### src/rtl/boot_loader_ctrl_pkg.sv
// Shared bus defaults and idle levels for the boot loader and the CPU/RAM bus it sits on.
package boot_loader_ctrl_pkg;

  localparam int          BL_ADDR_W    = 16;
  localparam int          BL_DATA_W    = 8;
  localparam logic [15:0] BL_LOAD_BASE = 16'h0000;

  // Active-low strobes: the idle (deasserted) level is high.
  localparam logic OE_IDLE = 1'b1;
  localparam logic WE_IDLE = 1'b1;

endpackage

### src/rtl/boot_loader_ctrl_if.sv
// Image stream, CPU bus and RAM bus of the boot loader, grouped as one bundle.
interface boot_loader_ctrl_if
  import boot_loader_ctrl_pkg::*;
#(
  parameter int ADDR_W = BL_ADDR_W,
  parameter int DATA_W = BL_DATA_W
) ();

  logic [DATA_W-1:0] s_data;
  logic              s_valid;
  logic              s_last;
  logic              s_ready;
  logic              reload;
  logic [ADDR_W-1:0] cpu_a;
  logic              cpu_oe;
  logic              cpu_we;
  logic              cpu_rst_n;
  logic [ADDR_W-1:0] mem_a;
  logic              mem_oe;
  logic              mem_we;
  logic [DATA_W-1:0] ld_d;
  logic              ld_d_en;
  logic              done;
  logic              wrapped;
  logic [ADDR_W:0]   byte_count;

  modport master (
    output s_data, s_valid, s_last, reload, cpu_a, cpu_oe, cpu_we,
    input  s_ready, cpu_rst_n, mem_a, mem_oe, mem_we, ld_d, ld_d_en, done, wrapped, byte_count
  );

  modport slave (
    input  s_data, s_valid, s_last, reload, cpu_a, cpu_oe, cpu_we,
    output s_ready, cpu_rst_n, mem_a, mem_oe, mem_we, ld_d, ld_d_en, done, wrapped, byte_count
  );

endinterface

### src/rtl/boot_loader_ctrl_mem_write_seq.sv
// Write strobe timer: one setup cycle, STROBE_CYCLES of we_n low, one hold cycle per start pulse.
module boot_loader_ctrl_mem_write_seq
  import boot_loader_ctrl_pkg::*;
#(
  parameter int STROBE_CYCLES = 1
) (
  input  logic clk,
  input  logic rst,
  input  logic i_start,
  output logic o_busy,
  output logic o_we_n,
  output logic o_strobe_end
);

  localparam logic [1:0] SQ_IDLE   = 2'd0;
  localparam logic [1:0] SQ_SETUP  = 2'd1;
  localparam logic [1:0] SQ_STROBE = 2'd2;
  localparam logic [1:0] SQ_HOLD   = 2'd3;

  localparam int               CNT_W    = (STROBE_CYCLES > 1) ? $clog2(STROBE_CYCLES) : 1;
  localparam logic [CNT_W-1:0] CNT_LAST = CNT_W'(STROBE_CYCLES - 1);
  localparam logic [CNT_W-1:0] CNT_ONE  = CNT_W'(1);

  logic [1:0]       r_state;
  logic [CNT_W-1:0] r_cnt;
  logic             r_we_n;

  // we_n comes straight from a flop so it cannot glitch; async reset raises it immediately
  always_ff @(posedge clk or posedge rst) begin
    if (rst) begin
      r_state <= SQ_IDLE;
      r_cnt   <= {CNT_W{1'b0}};
      r_we_n  <= WE_IDLE;
    end else begin
      case (r_state)
        SQ_IDLE: begin
          if (i_start) r_state <= SQ_SETUP;
        end
        SQ_SETUP: begin
          r_state <= SQ_STROBE;
          r_we_n  <= ~WE_IDLE;
          r_cnt   <= {CNT_W{1'b0}};
        end
        SQ_STROBE: begin
          if (r_cnt == CNT_LAST) begin
            r_state <= SQ_HOLD;
            r_we_n  <= WE_IDLE;
          end else begin
            r_cnt <= r_cnt + CNT_ONE;
          end
        end
        SQ_HOLD: begin
          r_state <= SQ_IDLE;
        end
        default: begin
          r_state <= SQ_IDLE;
          r_we_n  <= WE_IDLE;
        end
      endcase
    end
  end

  assign o_busy       = (r_state != SQ_IDLE);
  assign o_we_n       = r_we_n;
  assign o_strobe_end = (r_state == SQ_STROBE) && (r_cnt == CNT_LAST);

endmodule

### src/rtl/boot_loader_ctrl.sv
// Loads a program image into RAM while holding the CPU in reset, then hands the RAM bus to the CPU.
module boot_loader_ctrl
  import boot_loader_ctrl_pkg::*;
#(
  parameter int                ADDR_W        = BL_ADDR_W,
  parameter int                DATA_W        = BL_DATA_W,
  parameter logic [ADDR_W-1:0] LOAD_BASE     = ADDR_W'(BL_LOAD_BASE),
  parameter int                STROBE_CYCLES = 1
) (
  input logic               clk,
  input logic               rst,
  boot_loader_ctrl_if.slave bus
);

  localparam logic [2:0] ST_WAIT   = 3'd0;
  localparam logic [2:0] ST_SETUP  = 3'd1;
  localparam logic [2:0] ST_STROBE = 3'd2;
  localparam logic [2:0] ST_HOLD   = 3'd3;
  localparam logic [2:0] ST_DONE   = 3'd4;

  localparam logic [ADDR_W:0]   COUNT_MAX = {1'b1, {ADDR_W{1'b0}}};
  localparam logic [ADDR_W:0]   COUNT_ONE = {{ADDR_W{1'b0}}, 1'b1};
  localparam logic [ADDR_W-1:0] ADDR_ONE  = {{(ADDR_W-1){1'b0}}, 1'b1};

  logic [2:0]        r_state;
  logic [ADDR_W-1:0] r_addr;
  logic [ADDR_W-1:0] r_mem_a;
  logic [DATA_W-1:0] r_ld_d;
  logic              r_last;
  logic              r_s_ready;
  logic              r_ld_d_en;
  logic              r_cpu_rst_n;
  logic              r_done;
  logic              r_wrapped;
  logic [ADDR_W:0]   r_byte_count;

  logic w_start;
  logic w_seq_busy;
  logic w_seq_we_n;
  logic w_seq_strobe_end;

  assign w_start = (r_state == ST_WAIT) && r_s_ready && bus.s_valid && !w_seq_busy;

  boot_loader_ctrl_mem_write_seq #(
    .STROBE_CYCLES (STROBE_CYCLES)
  ) u_seq (
    .clk          (clk),
    .rst          (rst),
    .i_start      (w_start),
    .o_busy       (w_seq_busy),
    .o_we_n       (w_seq_we_n),
    .o_strobe_end (w_seq_strobe_end)
  );

  // Loader FSM; the sequencer starts on the same edge, so both stay phase-aligned
  always_ff @(posedge clk or posedge rst) begin
    if (rst) begin
      r_state      <= ST_WAIT;
      r_addr       <= LOAD_BASE;
      r_mem_a      <= LOAD_BASE;
      r_ld_d       <= {DATA_W{1'b0}};
      r_last       <= 1'b0;
      r_s_ready    <= 1'b0;
      r_ld_d_en    <= 1'b0;
      r_cpu_rst_n  <= 1'b0;
      r_done       <= 1'b0;
      r_wrapped    <= 1'b0;
      r_byte_count <= {(ADDR_W+1){1'b0}};
    end else begin
      case (r_state)
        ST_WAIT: begin
          if (w_start) begin
            r_s_ready <= 1'b0;
            r_ld_d    <= bus.s_data;
            r_last    <= bus.s_last;
            r_mem_a   <= r_addr;
            r_ld_d_en <= 1'b1;
            r_state   <= ST_SETUP;
          end else begin
            r_s_ready <= 1'b1;
          end
        end
        ST_SETUP: begin
          r_state <= ST_STROBE;
        end
        ST_STROBE: begin
          if (w_seq_strobe_end) r_state <= ST_HOLD;
        end
        ST_HOLD: begin
          if (r_byte_count != COUNT_MAX) r_byte_count <= r_byte_count + COUNT_ONE;
          r_ld_d_en <= 1'b0;
          if (r_last) begin
            r_state     <= ST_DONE;
            r_cpu_rst_n <= 1'b1;
            r_done      <= 1'b1;
          end else begin
            // A final byte at the top address never increments, so wrapped is only set here
            r_addr    <= r_addr + ADDR_ONE;
            if (&r_addr) r_wrapped <= 1'b1;
            r_state   <= ST_WAIT;
            r_s_ready <= 1'b1;
          end
        end
        ST_DONE: begin
          if (bus.reload) begin
            r_state      <= ST_WAIT;
            r_cpu_rst_n  <= 1'b0;
            r_done       <= 1'b0;
            r_addr       <= LOAD_BASE;
            r_mem_a      <= LOAD_BASE;
            r_wrapped    <= 1'b0;
            r_byte_count <= {(ADDR_W+1){1'b0}};
            r_s_ready    <= 1'b1;
          end
        end
        default: begin
          r_state   <= ST_WAIT;
          r_s_ready <= 1'b0;
          r_ld_d_en <= 1'b0;
        end
      endcase
    end
  end

  // Bus ownership flips on the registered done flag, so the mux select itself is clean
  assign bus.mem_a      = r_done ? bus.cpu_a  : r_mem_a;
  assign bus.mem_oe     = r_done ? bus.cpu_oe : OE_IDLE;
  assign bus.mem_we     = r_done ? bus.cpu_we : w_seq_we_n;
  assign bus.s_ready    = r_s_ready;
  assign bus.cpu_rst_n  = r_cpu_rst_n;
  assign bus.ld_d       = r_ld_d;
  assign bus.ld_d_en    = r_ld_d_en;
  assign bus.done       = r_done;
  assign bus.wrapped    = r_wrapped;
  assign bus.byte_count = r_byte_count;

endmodule

### src/flat_wrapper.sv
// flat-port wrapper written by rule: the top's interface ports become plain ports
module boot_loader_ctrl_flat import boot_loader_ctrl_pkg::*;
#(
  parameter int                ADDR_W        = BL_ADDR_W,
  parameter int                DATA_W        = BL_DATA_W,
  parameter logic [ADDR_W-1:0] LOAD_BASE     = ADDR_W'(BL_LOAD_BASE),
  parameter int                STROBE_CYCLES = 1
)
  (clk, rst, bus_s_data, bus_s_valid, bus_s_last, bus_reload, bus_cpu_a, bus_cpu_oe, bus_cpu_we, bus_s_ready, bus_cpu_rst_n, bus_mem_a, bus_mem_oe, bus_mem_we, bus_ld_d, bus_ld_d_en, bus_done, bus_wrapped, bus_byte_count);
  boot_loader_ctrl_if #(.ADDR_W(ADDR_W), .DATA_W(DATA_W)) bus_i ();
  input logic clk;
  input logic rst;
  input wire logic [$bits(bus_i.s_data)-1:0] bus_s_data;
  input wire logic [$bits(bus_i.s_valid)-1:0] bus_s_valid;
  input wire logic [$bits(bus_i.s_last)-1:0] bus_s_last;
  input wire logic [$bits(bus_i.reload)-1:0] bus_reload;
  input wire logic [$bits(bus_i.cpu_a)-1:0] bus_cpu_a;
  input wire logic [$bits(bus_i.cpu_oe)-1:0] bus_cpu_oe;
  input wire logic [$bits(bus_i.cpu_we)-1:0] bus_cpu_we;
  output wire logic [$bits(bus_i.s_ready)-1:0] bus_s_ready;
  output wire logic [$bits(bus_i.cpu_rst_n)-1:0] bus_cpu_rst_n;
  output wire logic [$bits(bus_i.mem_a)-1:0] bus_mem_a;
  output wire logic [$bits(bus_i.mem_oe)-1:0] bus_mem_oe;
  output wire logic [$bits(bus_i.mem_we)-1:0] bus_mem_we;
  output wire logic [$bits(bus_i.ld_d)-1:0] bus_ld_d;
  output wire logic [$bits(bus_i.ld_d_en)-1:0] bus_ld_d_en;
  output wire logic [$bits(bus_i.done)-1:0] bus_done;
  output wire logic [$bits(bus_i.wrapped)-1:0] bus_wrapped;
  output wire logic [$bits(bus_i.byte_count)-1:0] bus_byte_count;
  assign bus_i.s_data = bus_s_data;
  assign bus_i.s_valid = bus_s_valid;
  assign bus_i.s_last = bus_s_last;
  assign bus_i.reload = bus_reload;
  assign bus_i.cpu_a = bus_cpu_a;
  assign bus_i.cpu_oe = bus_cpu_oe;
  assign bus_i.cpu_we = bus_cpu_we;
  assign bus_s_ready = bus_i.s_ready;
  assign bus_cpu_rst_n = bus_i.cpu_rst_n;
  assign bus_mem_a = bus_i.mem_a;
  assign bus_mem_oe = bus_i.mem_oe;
  assign bus_mem_we = bus_i.mem_we;
  assign bus_ld_d = bus_i.ld_d;
  assign bus_ld_d_en = bus_i.ld_d_en;
  assign bus_done = bus_i.done;
  assign bus_wrapped = bus_i.wrapped;
  assign bus_byte_count = bus_i.byte_count;
  boot_loader_ctrl #(.ADDR_W(ADDR_W), .DATA_W(DATA_W), .LOAD_BASE(LOAD_BASE), .STROBE_CYCLES(STROBE_CYCLES)) u_core (.clk(clk), .rst(rst), .bus(bus_i));
endmodule
### config.mk
export PLATFORM = sky130hd
export DESIGN_NAME = boot_loader_ctrl_flat
export DESIGN_NICKNAME = d
export VERILOG_FILES = /design/src/rtl/boot_loader_ctrl_pkg.sv /design/src/rtl/boot_loader_ctrl_if.sv /design/src/rtl/boot_loader_ctrl_mem_write_seq.sv /design/src/rtl/boot_loader_ctrl.sv /design/src/flat_wrapper.sv
export SDC_FILE = /design/constraint.sdc
export NUM_CORES = 1
export LEC_CHECK = 0
export CORE_MARGIN = 5
export CORE_UTILIZATION = 30
export DETAILED_ROUTE_END_ITERATION = 8
export PLACE_DENSITY_LB_ADDON = 0.12
export RECOVER_POWER = 50
export SYNTH_ARGS = -nofsm -noshare
export SYNTH_HDL_FRONTEND = slang
export SYNTH_SLANG_ARGS = --single-unit
export TNS_END_PERCENT = 5
### constraint.sdc
create_clock -name clk -period 4.2 [get_ports clk]
set_clock_uncertainty 0.15 [all_clocks]
set_input_delay 0.42 -clock clk [delete_from_list [all_inputs] [get_ports clk]]
set_output_delay 0.42 -clock clk [all_outputs]
set_load 0.01 [all_outputs]
==> impl_metrics.tcl, run 1 <==
set metrics [dict create \
    outcome "finished, final reports clean" \
    r2r-start "u_core.r_state[0]" \
    crit_buf_inv 0 \
    cts_tree "done" \
    tightest_slew_ps 1240 \
    io_buffers 78 \
    io_pins 79 \
    tns_ps 0 \
    cts_resized 0 \
    irDropWorstVdd_uv 243 \
    drive_gt1_frac 0.143 \
    cp_slowest_stage_delay_ps 850 \
    clkTransAtPathRegs_ps 60 \
    fin_nets 457 \
    holdCritPathClass "register to register" \
    grt_pass1_vias 2815 \
    synth_top_family_by_area "simple AND/OR/NAND/NOR gates" \
    overflow 0 \
    synth_adder_area_share 0.0178 \
    die_x_microns 118 \
    arrival_ps 2980 \
    core_area_sq_mm 0.0115 \
    ys_async_sr_fraction 1.00 \
    setup_violations 0 \
    synthesis.nets 385 \
    seq_area_frac_synth 0.484 \
    maxSlewHeadroom 0.175 \
    min_path_cells 2 \
    min_from "u_core.r_mem_a[6]" \
    fmax_mhz 349 \
    wl_per_cell_microns 15.4 \
    track_usage 0.128 \
    synth_top_cells_by_count "dfrtp_1, nand2_1, mux2_2, nand3_1, nor2_1" \
    reg2regPathDepth 5 \
    cp.depth 5 \
    r2r_end "u_core.r_mem_a[13]" \
    ctsLongestPathBuffers 2 \
    htree_levels 3 \
    crit_required_ps 4310 \
    dp.cells 553 \
    final_cells 569 \
    finalPower_w 0.00288 \
    dp_hpwl_mm 6.23 \
    dpl_cell_area_sq_mm 0.00436 \
    clock-sinks 68 \
    path_cells "nor2_1, nand4_1, a21boi_2, nand3_1, nand2_1" \
    die_y_microns 118 \
    rsz0062_at_grt "no" \
    fp.dieArea_sq_mm 0.0140 \
    drtAntennaViolNets 0 \
    vias 2746 \
    crit_fanout 16 \
    avgSynthCellArea_sq_um 10.1 \
    place_ws_ps 1600 \
    ys_ff_latch 68 \
    cts_made_buffers 9 \
    clkLatencyLatePin_ps 330 \
    maxSlewViolCount 0 \
    grt_max_degree 37 \
    root_buffer "clkbuf_16" \
    synth_most_common_cell "dfrtp_1" \
    area_growth_pct 32.7 \
    grt_pass1_wl_mm 14.8 \
    dr.max_layer_used "met4" \
    drtPass1Iterations 5 \
    leakagePower_nw 2.03 \
    wl_met1_mm 4.17 \
    num_rows 39 \
    vias_per_cell 4.83 \
    synth_top_cell_by_area "dfrtp_1" \
    synth-edff-count 0 \
    r2r_slack_ps 1330 \
    dr_wl_met3_microns 421 \
    routed_wl_mm 8.78 \
    min_to "u_core.r_mem_a[6]" \
    synthDominantCellAreaShare 0.476 \
    power.density_mw_per_mm2 617 \
    yosys_warnings 0 \
    path_class "register to register" \
    synth_cells 349 \
    end_kind "register" \
    post-cts-setup-buffers 0 \
    synth_xor_area_frac 0.0373 \
    start_util 0.307 \
    crit_family "simple AND/OR/NAND/NOR gates" \
    netlist_area_sq_mm 0.00352 \
    wl_met2_mm 4.09 \
    ys_types 53 \
    cp-start-kind "register" \
    synth_compound_area_frac 0.0910 \
    finalInstanceArea_sq_mm 0.00467 \
    worst_path_max_delay_cell "a21boi_2" \
    gp_congestion 0.853 \
    period_share 0.682 \
    layout_min_cycle_time_ps 2870 \
    drtIter0Drc 125 \
    drc 0 \
    antenna_found_initial 0 \
    drv_cap 0 \
    synthFlopType "dfrtp_1" \
    yosys.area_share.simple 0.223 \
    synth.area.mux_share 0.101 \
    netlist_top_cells_area "dfrtp_1, mux2_2, nand2_1" \
    cts_hold_buf 0 \
    setup_ws_ps 1330 \
    diodes 0 \
    hold_viol_final 0 \
]
worst register-to-register path: cells and delay by family (launching register included):
kind	cells	cell delay [ps]
and+or+nand+nor	4	1310
DFF	1	480
AOI/OAI and AO/OA	1	860
worst max path at each step:
stage | start | slack, ps | endpoint
finish | u_core.r_state[0] | 1330 | u_core.r_mem_a[13]
global route | u_core.r_state[0] | 1050 | u_core.r_mem_a[13]
CTS | u_core.bus.cpu_rst_n | 1330 | bus_mem_a[2]
detailed placement | bus_s_valid | 1600 | u_core.r_mem_a[13]
global placement | bus_reload | 1650 | u_core.r_addr[7]
floorplan | rst | 1920 | u_core.bus.byte_count[0]
placed cells by master, fill, tap and decap left out, drive strengths merged, types with 10 or more instances in the layout:
cell | synthesis | final
nand2 | 60 | 60
inv | 10 | 11
xor2 | 12 | 12
clkdlybuf4s50 | 0 | 65
nand4 | 13 | 13
a21oi | 10 | 10
nor2 | 27 | 27
dlygate4sd3 | 0 | 13
nand3 | 28 | 28
mux2 | 28 | 28
dfrtp | 67 | 67
clkbuf | 5 | 10
o21ai | 20 | 20
metrics by stage:
stage                     hold WS, ps  utilization
after floorplan                   285            -
after global placement            308        0.380
after detailed placement          312        0.380
after CTS                         325        0.409
after global routing              344        0.407
final                             317        0.407
flip-flops by register name, indices dropped and copies added (netlist names):
signal / count
u_core.bus.s_ready: 1
u_core.r_state: 3
u_core.bus.cpu_rst_n: 1
u_core.r_mem_a: 16
u_core.r_last: 1
u_core.bus.byte_count: 17
u_core.u_seq.o_we_n: 1
u_core.bus.ld_d_en: 1
u_core.u_seq.r_state: 2
u_core.r_addr: 16
u_core.bus.wrapped: 1
u_core.bus.ld_d: 8
metal layers:
layer / vias up / track usage
met5: - / 0
met4: 0 / 0.0409
met3: 8 / 0.0306
met2: 65 / 0.206
met1: 1310 / 0.171
li1: 1363 / -
kinds of logic after synthesis:
kind of cell,Yosys count
simple gates,153
flops,68
mux,32
buf+inv,28
compound gates,48
xor+xnor,15
fa+ha+maj,5
report_power, final:
| part | switching [W] | internal (W) | total [W] |
|---|---|---|---|
| registers | 0.000240 | 0.000834 | 0.00107 |
| clock network | 0.000302 | 0.000523 | 0.000825 |
| logic | 0.000432 | 0.000553 | 0.000985 |
| total | 0.000974 | 0.00191 | 0.00288 |
cell type report:
type	instances	area (sq um)
clock buffers	9	225
clock inverters	7	100
fillers	1107	6800
inverters	10	37.5
multi-input cells	253	1640
flip-flops and latches	68	1700
well taps	143	179
repair buffers	79	786
(Power assumes the default switching activity.)
==> run 2, diff against run 1 <==
Clock period 4.2 ns to 2.77 ns, I/O delays scaled along.
==> run 2 against run 1 <==
Against the previous run: worst setup slack got worse by 900 ps; largest power group is now combinational logic; critical path type is now register to primary output; largest cell class unchanged; sequential power rose by 47%; utilization fell by 0.055 points; non-clock buffer count rose by 6.
==> impl_metrics.tcl, run 2 (synthesized netlist as in run 1, its figures left out) <==
set metrics [dict create \
    final_cells 575 \
    dp.cells 559 \
    sequentialPowerShare 0.373 \
    drtAntennaViolNets 0 \
    clkTransAtPathRegs_ps 60 \
    setup_violations 0 \
    p_sw_frac 0.344 \
    crit_required_ps 2340 \
    holdCritPathClass "register to register" \
    drv_cap 0 \
    drc 0 \
    post-cts-setup-buffers 0 \
    fin_nets 463 \
    vias_per_cell 4.93 \
    drtPass1Iterations 4 \
    io_pins 79 \
    mostFrequentLayoutCell "dfrtp_1" \
    start_util 0.307 \
    cts_hold_buf 0 \
    tightest_slew_ps 953 \
    area_growth_pct 32.5 \
    die_x_microns 118 \
    fp.dieArea_sq_mm 0.0140 \
    diodes 0 \
    pwr-share-clk 0.249 \
    gp_congestion 0.817 \
    grt_pass1_wl_mm 15.1 \
    final_cell_mix "dfrtp_1, clkdlybuf4s50_1, nand2_1" \
    irDropWorstVdd_uv 412 \
    clock-sinks 68 \
    end_kind "primary output" \
    hold_viol_final 0 \
    p_sw_w 0.00145 \
    dr_wl_met3_microns 343 \
    root_buffer "clkbuf_16" \
    htree_levels 3 \
    tns_ps 0 \
    drive_gt1_frac 0.141 \
    cts_made_buffers 9 \
    io_buffers 78 \
    dpl_cell_area_sq_mm 0.00442 \
    hold_ws_ps 311 \
    overflow 0 \
    vias 2833 \
    cts_resized 0 \
    routed_wl_mm 8.86 \
    clkLatencyLatePin_ps 330 \
    crit_fanout 19 \
    setup_ws_ps 438 \
    place_ws_ps 509 \
    path_class "register to primary output" \
    maxSlewViolCount 0 \
    combPwrFrac 0.378 \
    largest_reg_flops 17 \
    wl_per_cell_microns 15.4 \
    outcome "finished, final reports clean" \
    maxSlewHeadroom 0.364 \
    fmax_mhz 429 \
    ctsLongestPathBuffers 2 \
    num_rows 39 \
    dp_hpwl_mm 6.37 \
    dr.max_layer_used "met4" \
    fillers 1149 \
    cp-start-kind "register" \
    die_y_microns 118 \
    period_share 0.842 \
    power.density_mw_per_mm2 901 \
    finalInstanceArea_sq_mm 0.00466 \
    wl_met2_mm 3.99 \
    p_int_w 0.00276 \
    drtIter0Drc 126 \
    layout_min_cycle_time_ps 2330 \
    rsz0062_at_grt "no" \
    grt_pass1_vias 2950 \
    core_area_sq_mm 0.0115 \
    wl_met1_mm 4.36 \
    grt_max_degree 37 \
    leakagePower_nw 2.03 \
    cts_tree "done" \
    track_usage 0.131 \
    arrival_ps 1900 \
    antenna_found_initial 0 \
]
-- run 2: worst max-delay path, stage by stage (launching register included) --
cell             delay, ps
dfrtp_1                380
buf_4                  300
mux2_2                 370
clkdlybuf4s50_1        520
-- run 2: worst paths after layout --
kind	slack, ps	startpoint	endpoint	cells past startpoint
worst max-delay path	440	u_core.bus.cpu_rst_n	bus_mem_a[2]	3
worst min-delay path	310	u_core.r_mem_a[7]	u_core.r_mem_a[7]	2
worst max register to register	530	u_core.bus.byte_count[1]	u_core.bus.byte_count[16]	7
worst min register to register	310	u_core.r_mem_a[7]	u_core.r_mem_a[7]	2
max in group asynchronous	700	rst	u_core.r_addr[2]	4
min in group asynchronous	450	rst	u_core.bus.ld_d[6]	2
-- run 2: cell type report --
type | instances | area (sq um) | area share
Clock buffer | 14 | 254 | 0.0545
Clock inverter | 2 | 12.5 | 0.00268
Inverter | 10 | 37.5 | 0.00805
Multi-Input combinational cell | 253 | 1640 | 0.352
Sequential cell | 68 | 1700 | 0.365
Tap cell | 143 | 179 | 0.0384
Timing Repair Buffer | 85 | 838 | 0.180
-- run 2: power by group through the flow --
stage	Clock [W]	Combinational, W	Sequential [W]
detailed placement	0	0.00166	0.00160
finish	0.00105	0.00159	0.00157
CTS	0.00108	0.00167	0.00158
global placement	0	0.00164	0.00159
floorplan	0	0.000951	0.00156
global route	0.00111	0.00175	0.00161
-- run 2: routing by layer --
layer,GRT usage,vias up
met1,0.180,1386
met3,0.0291,10
met2,0.197,58
met5,0,-
met4,0.0595,0
li1,-,1379
-- run 2: through the flow --
step,power (W),utilization
final,0.00420,0.407
after global routing,0.00448,0.407
after CTS,0.00433,0.409
after detailed placement,0.00326,0.385
after global placement,0.00324,0.385
after floorplan,0.00251,-
